===== config.mk =====
export PLATFORM = sky130hd
export DESIGN_NAME = alu_mc
export DESIGN_NICKNAME = d
export VERILOG_FILES = /design/src/rtl/alu_pkg.sv /design/src/rtl/alu_muldiv_iter.sv /design/src/rtl/alu_mc.sv
export SDC_FILE = /design/constraint.sdc
export NUM_CORES = 1
export LEC_CHECK = 0
export BUFFER_PORTS_ARGS = -buffer_cell sky130_fd_sc_hd__buf_2
export CAP_MARGIN = 30
export CORE_MARGIN = 5
export CORE_UTILIZATION = 25
export DETAILED_ROUTE_END_ITERATION = 10
export GPL_TIMING_DRIVEN = 0
export PLACE_DENSITY = 0.4
export SETUP_SLACK_MARGIN = 0.5
export SLEW_MARGIN = 5
export SYNTH_ARGS = -nofsm -noshare
export SYNTH_HDL_FRONTEND = slang
export SYNTH_SLANG_ARGS = --single-unit

===== constraint.sdc =====
create_clock -name clk -period 3.1 [get_ports clk]
set_input_delay 0 -clock clk [delete_from_list [all_inputs] [get_ports clk]]
set_output_delay 0 -clock clk [all_outputs]
set_load 0.01 [all_outputs]

===== src/rtl/alu_pkg.sv =====
// Shared opcode/state types and constants for the multi-cycle ALU.
// The multiply/divide opcodes are only implemented when ALU_MULDIV_EN is defined.
package alu_pkg;

    localparam int XLEN_DEFAULT = 32;

    typedef enum logic [3:0] {
        OP_ADD   = 4'b0000,
        OP_SUB   = 4'b0001,
        OP_AND   = 4'b0010,
        OP_OR    = 4'b0011,
        OP_XOR   = 4'b0100,
        OP_SLT   = 4'b0101,
        OP_SLTU  = 4'b0110,
        OP_SLL   = 4'b0111,
        OP_SRL   = 4'b1000,
        OP_SRA   = 4'b1001,
        OP_MUL   = 4'b1010,
        OP_MULHU = 4'b1011,
        OP_DIV   = 4'b1100,
        OP_DIVU  = 4'b1101,
        OP_REM   = 4'b1110,
        OP_REMU  = 4'b1111
    } alu_op_e;

    typedef enum logic [1:0] {
        IDLE = 2'd0,
        BUSY = 2'd1,
        DONE = 2'd2
    } alu_state_e;

    // Opcodes 1010..1111 are the iterative multiply/divide group.
    function automatic logic is_muldiv(alu_op_e op);
        return op[3] & (op[2] | op[1]);
    endfunction

endpackage


===== src/rtl/alu_muldiv_iter.sv =====
// Iterative multiply/divide unit: one bit per cycle, shift-add multiply and
// restoring division on magnitudes. Only built when ALU_MULDIV_EN is defined.
`ifdef ALU_MULDIV_EN
module alu_muldiv_iter
    import alu_pkg::*;
#(
    parameter int XLEN = XLEN_DEFAULT,
    parameter int SHW  = $clog2(XLEN)
) (
    input  logic            clk,
    input  logic            rst,
    input  logic            start,
    input  alu_op_e         op,
    input  logic [XLEN-1:0] a,
    input  logic [XLEN-1:0] b,
    output logic            done,
    output logic [XLEN-1:0] result
);

    logic              busy_q, busy_d;
    logic [SHW-1:0]    cnt_q, cnt_d;
    logic [2*XLEN-1:0] acc_q, acc_d;
    logic [XLEN-1:0]   dvs_q, dvs_d;
    logic [XLEN-1:0]   a_q, a_d;
    alu_op_e           op_q, op_d;
    logic              neg_quo_q, neg_quo_d;
    logic              neg_rem_q, neg_rem_d;
    logic              div0_q, div0_d;

    logic              signed_op, a_neg, b_neg, start_mul, run_mul, last;
    logic [XLEN-1:0]   a_mag, b_mag;
    logic [XLEN:0]     mul_sum;
    logic [2*XLEN-1:0] mul_next, div_next;
    logic [XLEN:0]     partial;
    logic [XLEN-1:0]   diff_lo, rem_next;
    logic              ge;
    logic [XLEN-1:0]   quo_fin, rem_fin;

    always_comb begin
        signed_op = (op == OP_DIV) || (op == OP_REM);
        a_neg     = signed_op && a[XLEN-1];
        b_neg     = signed_op && b[XLEN-1];
        a_mag     = a_neg ? -a : a;
        b_mag     = b_neg ? -b : b;
        start_mul = (op == OP_MUL) || (op == OP_MULHU);
        run_mul   = (op_q == OP_MUL) || (op_q == OP_MULHU);
        last      = (cnt_q == SHW'(XLEN - 1));
    end

    // acc holds {hi, lo}: product during multiply, {remainder, quotient} during divide.
    always_comb begin
        mul_sum  = {1'b0, acc_q[2*XLEN-1:XLEN]} + (acc_q[0] ? {1'b0, dvs_q} : '0);
        mul_next = {mul_sum, acc_q[XLEN-1:1]};
        partial  = {acc_q[2*XLEN-1:XLEN], acc_q[XLEN-1]};
        ge       = partial[XLEN] || (partial[XLEN-1:0] >= dvs_q);
        diff_lo  = partial[XLEN-1:0] - dvs_q;
        rem_next = ge ? diff_lo : partial[XLEN-1:0];
        div_next = {rem_next, acc_q[XLEN-2:0], ge};
    end

    always_comb begin
        busy_d    = busy_q;
        cnt_d     = cnt_q;
        acc_d     = acc_q;
        dvs_d     = dvs_q;
        a_d       = a_q;
        op_d      = op_q;
        neg_quo_d = neg_quo_q;
        neg_rem_d = neg_rem_q;
        div0_d    = div0_q;
        if (start) begin
            busy_d    = 1'b1;
            cnt_d     = '0;
            op_d      = op;
            a_d       = a;
            neg_quo_d = a_neg ^ b_neg;
            neg_rem_d = a_neg;
            div0_d    = !start_mul && (b == '0);
            acc_d     = start_mul ? {{XLEN{1'b0}}, b} : {{XLEN{1'b0}}, a_mag};
            dvs_d     = start_mul ? a : b_mag;
        end else if (busy_q) begin
            acc_d = run_mul ? mul_next : div_next;
            cnt_d = cnt_q + SHW'(1);
            if (last) begin
                busy_d = 1'b0;
            end
        end
    end

    // Result is taken from the final step's next value so the caller can finish on the last count.
    always_comb begin
        quo_fin = acc_d[XLEN-1:0];
        rem_fin = acc_d[2*XLEN-1:XLEN];
        result  = '0;
        case (op_q)
            OP_MUL:           result = quo_fin;
            OP_MULHU:         result = rem_fin;
            OP_DIV, OP_DIVU:  result = div0_q ? '1 : (neg_quo_q ? -quo_fin : quo_fin);
            OP_REM, OP_REMU:  result = div0_q ? a_q : (neg_rem_q ? -rem_fin : rem_fin);
            default:          result = '0;
        endcase
    end

    assign done = busy_q && last;

    always_ff @(posedge clk or posedge rst) begin
        if (rst) begin
            busy_q    <= 1'b0;
            cnt_q     <= '0;
            acc_q     <= '0;
            dvs_q     <= '0;
            a_q       <= '0;
            op_q      <= OP_ADD;
            neg_quo_q <= 1'b0;
            neg_rem_q <= 1'b0;
            div0_q    <= 1'b0;
        end else begin
            busy_q    <= busy_d;
            cnt_q     <= cnt_d;
            acc_q     <= acc_d;
            dvs_q     <= dvs_d;
            a_q       <= a_d;
            op_q      <= op_d;
            neg_quo_q <= neg_quo_d;
            neg_rem_q <= neg_rem_d;
            div0_q    <= div0_d;
        end
    end

endmodule
`endif


===== src/rtl/alu_mc.sv =====
// Multi-cycle execute-stage ALU with valid/ready handshakes on both sides.
// Define ALU_MULDIV_EN to build the iterative multiply/divide unit; otherwise those opcodes flag illegal.
module alu_mc
    import alu_pkg::*;
#(
    parameter int XLEN = XLEN_DEFAULT,
    parameter int SHW  = $clog2(XLEN)
) (
    input  logic            clk,
    input  logic            rst,
    input  logic            in_valid,
    output logic            in_ready,
    input  logic [3:0]      ctrl,
    input  logic [XLEN-1:0] rs1,
    input  logic [XLEN-1:0] rs2,
    output logic            out_valid,
    input  logic            out_ready,
    output logic [XLEN-1:0] rd,
    output logic            z,
    output logic            illegal
);

    alu_state_e      state_q, state_d;
    logic [XLEN-1:0] rd_q, rd_d;
    logic            z_q, z_d;
    logic            illegal_q, illegal_d;
    alu_op_e         op_in;
    logic [SHW-1:0]  shamt;
    logic [XLEN-1:0] alu_res;

    assign op_in = alu_op_e'(ctrl);
    assign shamt = rs2[SHW-1:0];

    always_comb begin
        alu_res = '0;
        case (op_in)
            OP_ADD:  alu_res = rs1 + rs2;
            OP_SUB:  alu_res = rs1 - rs2;
            OP_AND:  alu_res = rs1 & rs2;
            OP_OR:   alu_res = rs1 | rs2;
            OP_XOR:  alu_res = rs1 ^ rs2;
            OP_SLT:  alu_res = {{(XLEN-1){1'b0}}, $signed(rs1) < $signed(rs2)};
            OP_SLTU: alu_res = {{(XLEN-1){1'b0}}, rs1 < rs2};
            OP_SLL:  alu_res = rs1 << shamt;
            OP_SRL:  alu_res = rs1 >> shamt;
            OP_SRA:  alu_res = $unsigned($signed(rs1) >>> shamt);
            default: alu_res = '0;
        endcase
    end

`ifdef ALU_MULDIV_EN
    logic            md_start, md_done;
    logic [XLEN-1:0] md_result;

    assign md_start = (state_q == IDLE) && in_valid && is_muldiv(op_in);

    alu_muldiv_iter #(
        .XLEN (XLEN),
        .SHW  (SHW)
    ) u_muldiv (
        .clk    (clk),
        .rst    (rst),
        .start  (md_start),
        .op     (op_in),
        .a      (rs1),
        .b      (rs2),
        .done   (md_done),
        .result (md_result)
    );
`endif

    always_comb begin
        state_d   = state_q;
        rd_d      = rd_q;
        z_d       = z_q;
        illegal_d = illegal_q;
        case (state_q)
            IDLE: begin
                if (in_valid) begin
                    if (is_muldiv(op_in)) begin
`ifdef ALU_MULDIV_EN
                        state_d = BUSY;
`else
                        rd_d      = '0;
                        z_d       = 1'b1;
                        illegal_d = 1'b1;
                        state_d   = DONE;
`endif
                    end else begin
                        rd_d      = alu_res;
                        z_d       = (alu_res == '0);
                        illegal_d = 1'b0;
                        state_d   = DONE;
                    end
                end
            end
            BUSY: begin
`ifdef ALU_MULDIV_EN
                if (md_done) begin
                    rd_d      = md_result;
                    z_d       = (md_result == '0);
                    illegal_d = 1'b0;
                    state_d   = DONE;
                end
`else
                state_d = IDLE;
`endif
            end
            DONE: begin
                if (out_ready) begin
                    state_d = IDLE;
                end
            end
            default: state_d = IDLE;
        endcase
    end

    always_ff @(posedge clk or posedge rst) begin
        if (rst) begin
            state_q   <= IDLE;
            rd_q      <= '0;
            z_q       <= 1'b0;
            illegal_q <= 1'b0;
        end else begin
            state_q   <= state_d;
            rd_q      <= rd_d;
            z_q       <= z_d;
            illegal_q <= illegal_d;
        end
    end

    assign in_ready  = (state_q == IDLE);
    assign out_valid = (state_q == DONE);
    assign rd        = rd_q;
    assign z         = z_q;
    assign illegal   = illegal_q;

endmodule


# Yosys cells after proc, flatten, opt, wreduce, memory -nomap -nowiden
# Cells that the tools add are included.
# op_classes
n_addsub	2
magnitude_cmp	2
n_eq_ne	12
shift	3
n_mux	7
bitwise_logic	5
reduce_logical	5
# op_table
op	count
case mux 32 bit (10 select lines)	1
less-than comparator 32 bit	2
adder 32 bit	1
bitwise AND 32 bit	1
logical NOT 32 bit	1
two-way mux 32 bit	1
bitwise OR 32 bit	1
left shift 32 x 5 -> 32 bit	1
right shift 32 x 5 -> 32 bit	1
>>> shifter 32 x 5 -> 32 bit	1
subtractor 32 bit	1
bitwise XOR 32 bit	1
equality test 4 x 3 -> 1 bit (second input constant)	4
equality test 4 x 2 -> 1 bit (second input constant)	2
equality test 4 bit (second input constant)	2
equality test 4 x 1 -> 1 bit (second input constant)	1
logical NOT 4 bit	1
two-way mux 2 bit	2
case mux 2 bit (2 select lines)	1
AND reduction 2 bit	2
equality test 2 bit (second input constant)	1
logical NOT 2 bit	1
two-way mux 1 bit	2
inequality test 2 x 1 -> 1 bit (second input constant)	1
3 further kinds	3
# totals
ff_bits	36
inputBits	72
output_inout_bits	36
elab_cells	40

# Logic depth before layout (Yosys ltp)
# depth
word_depth	4
mapped_depth	19

# Worst setup path after synthesis
# Ideal clock, no wire load.
# synth_path
path_type	input to register
start	input rs2[2]
end	register z_q (netlist: z)
setup_time_ns	0.066
arrival_ns	4.173
required_ns	3.034
setup_slack_ns	-1.139
stages	18
path_buffers	5
cell_sequence	buf_2 inv_2 buf_1 clkbuf_1 buf_1 ha_1 clkbuf_1 a211oi_1 o211ai_1 o211a_1 o41ai_1 o21ai_1 a221o_1 a21oi_1 and4_1 nand4_1 nor4_1 a31o_1
# synth_via
elab_chain_cells	4
# synth_lines
item	line	rtl
start, declared	alu_mc.sv:15	input logic [XLEN-1:0] rs2,
subtractor 32 bit (tied with other cells)	alu_mc.sv:38	OP_SUB: alu_res = rs1 - rs2;
case mux 32 bit (10 select lines) (*)	alu_mc.sv:36	case (op_in)
logical NOT 32 bit (*)	alu_mc.sv:91	z_d = (alu_res == '0);
two-way mux 1 bit (*)	alu_mc.sv:80	if (is_muldiv(op_in)) begin
end signal, assigned	alu_mc.sv:127	z_q <= z_d;
end, declared	alu_mc.sv:25	logic z_q, z_d;
# Every way passes the cells marked *; elsewhere a longest branch is shown, timed or not.
# A chain may end at the register's enable or synchronous reset.

# Final worst setup path
# layout_path
start	input rs2[3]
end	register z_q (netlist: z)
# The elaborated chain is that of the path after synthesis.

==> results.txt <==
first-pass GRT wire length -> 106000 um
initial antenna violation count -> 3
worst setup path category -> input pin to flop
Fill cells -> 4806
Setup TNS Final -> -1770 ps
Yosys cell types -> 94
clock root buffer -> clkbuf_16
Final ANT Viol Nets -> 0
P_leak -> 6.31 nW
GR Util All Layers -> 30.2%
n_diodes -> 0
Layout area overhead -> 37.5%
status -> complete, but fails checks
H-tree Lvls -> 2
actual slew at the worst max-slew pin -> 901 ps
register area share after synthesis -> 7.94%
Die Ht -> 220 um
asr flop ratio synth -> 100%
layout cells sized above 1 -> 33.0%
Clock Tree Buf Depth -> 2
ys flop type -> dfrtp_1
worst relative slew slack -> 40.0%
latest clock arrival within the worst-skew pair -> 300 ps
critical path's largest stage delay -> 400 ps
dpl cells -> 2236
CTS clock-pin slew for the worst setup and hold paths -> 60 ps
clk_skew -> 8.10 ps
CTS tree -> built
FMAX -> 275 MHz
Setup WS post-layout -> -542 ps
required time worst endpoint -> 3340 ps
WL/cell -> 32.4 um
total gr overflow -> 0
Peak supply drop -> 196 uV
Setup violations, final -> 7
Max Cap Violations -> 0
Port Buf Inserts -> 106
period utilisation layout -> 117%
vias after detailed routing -> 14400
crit-path most repeated cell -> buf_12
Mapped Cells -> 1530
Critical Path Fanout Max -> 6
Post-Syn Area -> 11000 sq um
Post-synth EDFFs -> 0
syn nets -> 1704
Crit. End Element -> flop
clock sinks -> 35
final-report hold violation count -> 0
Routed WL -> 75500 um
violated checks -> negative setup slack
Final HPWL DP -> 60200 um
Layout Nets -> 1908
DR pass1 iterations -> 6
Worst path slowest cell -> a211oi_4
Syn. warnings -> 0
largest net degree at the start of global routing -> 36
Starting Density -> 25.1%
Total Power -> 4.27 mW
RSZ-0062 raised after global routing -> true
Die Area -> 48400 sq um
Final Non-Filler Cells -> 2327
DR vias/cell -> 6.17
Hold Crit Class -> input pin to flop
Tmin final -> 3640 ps
std cell rows -> 77
crit-path cells -> buf_8 > buf_12 > inv_8 > clkbuf_16 > buf_12 > buf_12 > ha_4 > buf_8 > nor2_4 > o211ai_1 > a211oi_4 > buf_4 > a21oi_4 > o221ai_4 > a31oi_1 > xnor2_1 > o211a_1 > o31ai_2 > or2_2 > nor4_4 > a31o_1
DR DRC count -> 0
power per cell area -> 281 nW/um^2
io pins -> 108
routability cong. -> 1.01
Slew Viols, Final -> 0
startpoint types -> input pin
CP arrival -> 3880 ps
die width -> 220 um
Num CTS Buffers -> 5
final core occ -> 34.5%
initial DRC count -> 1785
vias in the first global route -> 13700
Yosys reg bits -> 35
core box area -> 43900 sq um
syn avg cell area -> 7.21 sq um
Hold WS -> 379 ps
cell usage in the layout (no fill, tap or decap), types with 14 or more instances in the layout:
| master | instances |
|---|---|
| a211oi_1 | 18 |
| nand2_1 | 138 |
| a21o_1 | 16 |
| nand2b_1 | 14 |
| mux2i_1 | 46 |
| o21ai_1 | 33 |
| o21ai_0 | 73 |
| nor2_1 | 118 |
| inv_1 | 97 |
| nand4_1 | 20 |
| buf_2 | 116 |
| nand3_1 | 30 |
| buf_12 | 18 |
| mux2_2 | 20 |
| mux4_2 | 37 |
| a31oi_1 | 17 |
| nor3_1 | 32 |
| dfrtp_1 | 35 |
| clkbuf_1 | 22 |
| buf_4 | 80 |
| o211ai_1 | 33 |
| a21oi_1 | 100 |
| ha_1 | 93 |
| nor2b_1 | 14 |
| clkbuf_2 | 32 |
| o22ai_1 | 14 |
logic make-up (layout without fill, tap and decap cells):
logic type | Yosys count | after routing | share of synthesized area (%)
AND/OR/NAND/NOR | 492 | 492 | 21.6
adder cells (fa/ha/maj) | 102 | 102 | 11.7
buffers and inverters | 221 | 426 | 8.13
multiplexers | 138 | 138 | 17.4
AO/OA/AOI/OAI | 528 | 528 | 32.1
flip-flops | 35 | 35 | 7.94
XOR/XNOR | 14 | 14 | 1.11
path summary, 6_finish.rpt:
check,to,slack (ps),depth (start not counted),start
min in group asynchronous,rd[28],400,3,rst
min reg2reg,rd[11],470,2,rd[11]
max,z,-540,21,rs2[3]
max reg2reg,z,580,11,state_q[1]
min,rd[9],380,4,in_valid
max in group asynchronous,rd[2],2200,3,rst
critical path, delay by kind of cell:
family                     cells  cell delay, ps
AOI/OAI and AO/OA              8            1600
xor gates and xnor gates       1             320
adders and majority gates      1             240
buffers and inverters          8             930
and+or+nand+nor                3             760
power breakdown:
group          total, mW  internal [mW]  switching (mW)
Clock              0.521          0.297           0.224
Sequential         0.626          0.571          0.0551
Combinational       3.12           1.18            1.94
Total               4.27           2.05            2.22
metrics by stage:
step | cell area [sq um] | worst slack [ps]
2_1_floorplan | 11400 | -148
3_3_place_gp | 12700 | -2440
3_5_place_dp | 12700 | -2460
4_1_cts | 14500 | -465
5_1_grt | 15200 | -610
6_report | 15200 | -542
routing by layer:
layer	vias up	wire length, um	global-route usage, %	share of wire (%)
met3	141	6610	5.45	8.8
met1	7201	33200	42.8	44
met2	845	33100	47.8	44
met5	-	34	0	0.045
li1	6174	-	-	-
met4	6	2580	7.34	3.4
registers in the layout, summed over array words and instances (netlist names):
signal	cells
z	1
illegal	1
rd	32
state_q	1
cell usage after synthesis (19+ instances only):
cell,count,share of area [%]
mux2i_1,61,5.5
nand3_1,37,1.7
nor4_1,24,1.4
a211oi_1,31,2.1
nor2_1,129,4.4
nand4_1,20,1.1
nor3_1,40,1.8
buf_1,21,0.71
o211ai_1,33,2.2
nand2_1,142,4.8
mux4_2,37,7.6
nor2b_1,20,1.1
a21oi_1,116,5.3
clkbuf_1,69,2.3
ha_1,100,11
inv_1,100,3.4
mux2_2,22,2.2
dfrtp_1,35,7.9
a22oi_1,19,1.3
o21ai_0,103,4.7
a31oi_1,22,1.2
area by class of cell:
| type | count | area, sq um | share of cell area (%) |
|---|---|---|---|
| well taps | 592 | 741 | 4.88 |
| multi-input cells | 1274 | 10600 | 70.1 |
| clock inverters | 2 | 12.5 | 0.0825 |
| plain buffers | 114 | 992 | 6.54 |
| repair buffers | 197 | 1330 | 8.79 |
| clock buffers | 6 | 129 | 0.850 |
| flip-flops and latches | 35 | 876 | 5.77 |
| inverters | 107 | 445 | 2.94 |
what timing repair did:
action / 4_1_cts / 5_1_grt
endpoints found under the hold margin: 36 / 0
setup endpoints to repair: 32 / 27
hold buffers: 2 / 0
cloned: 0 / 0
resized for setup: 286 / 118
setup buffers: 60 / 20
pin swaps: 87 / 51
No activity file was read; power rests on OpenSTA's default activity.
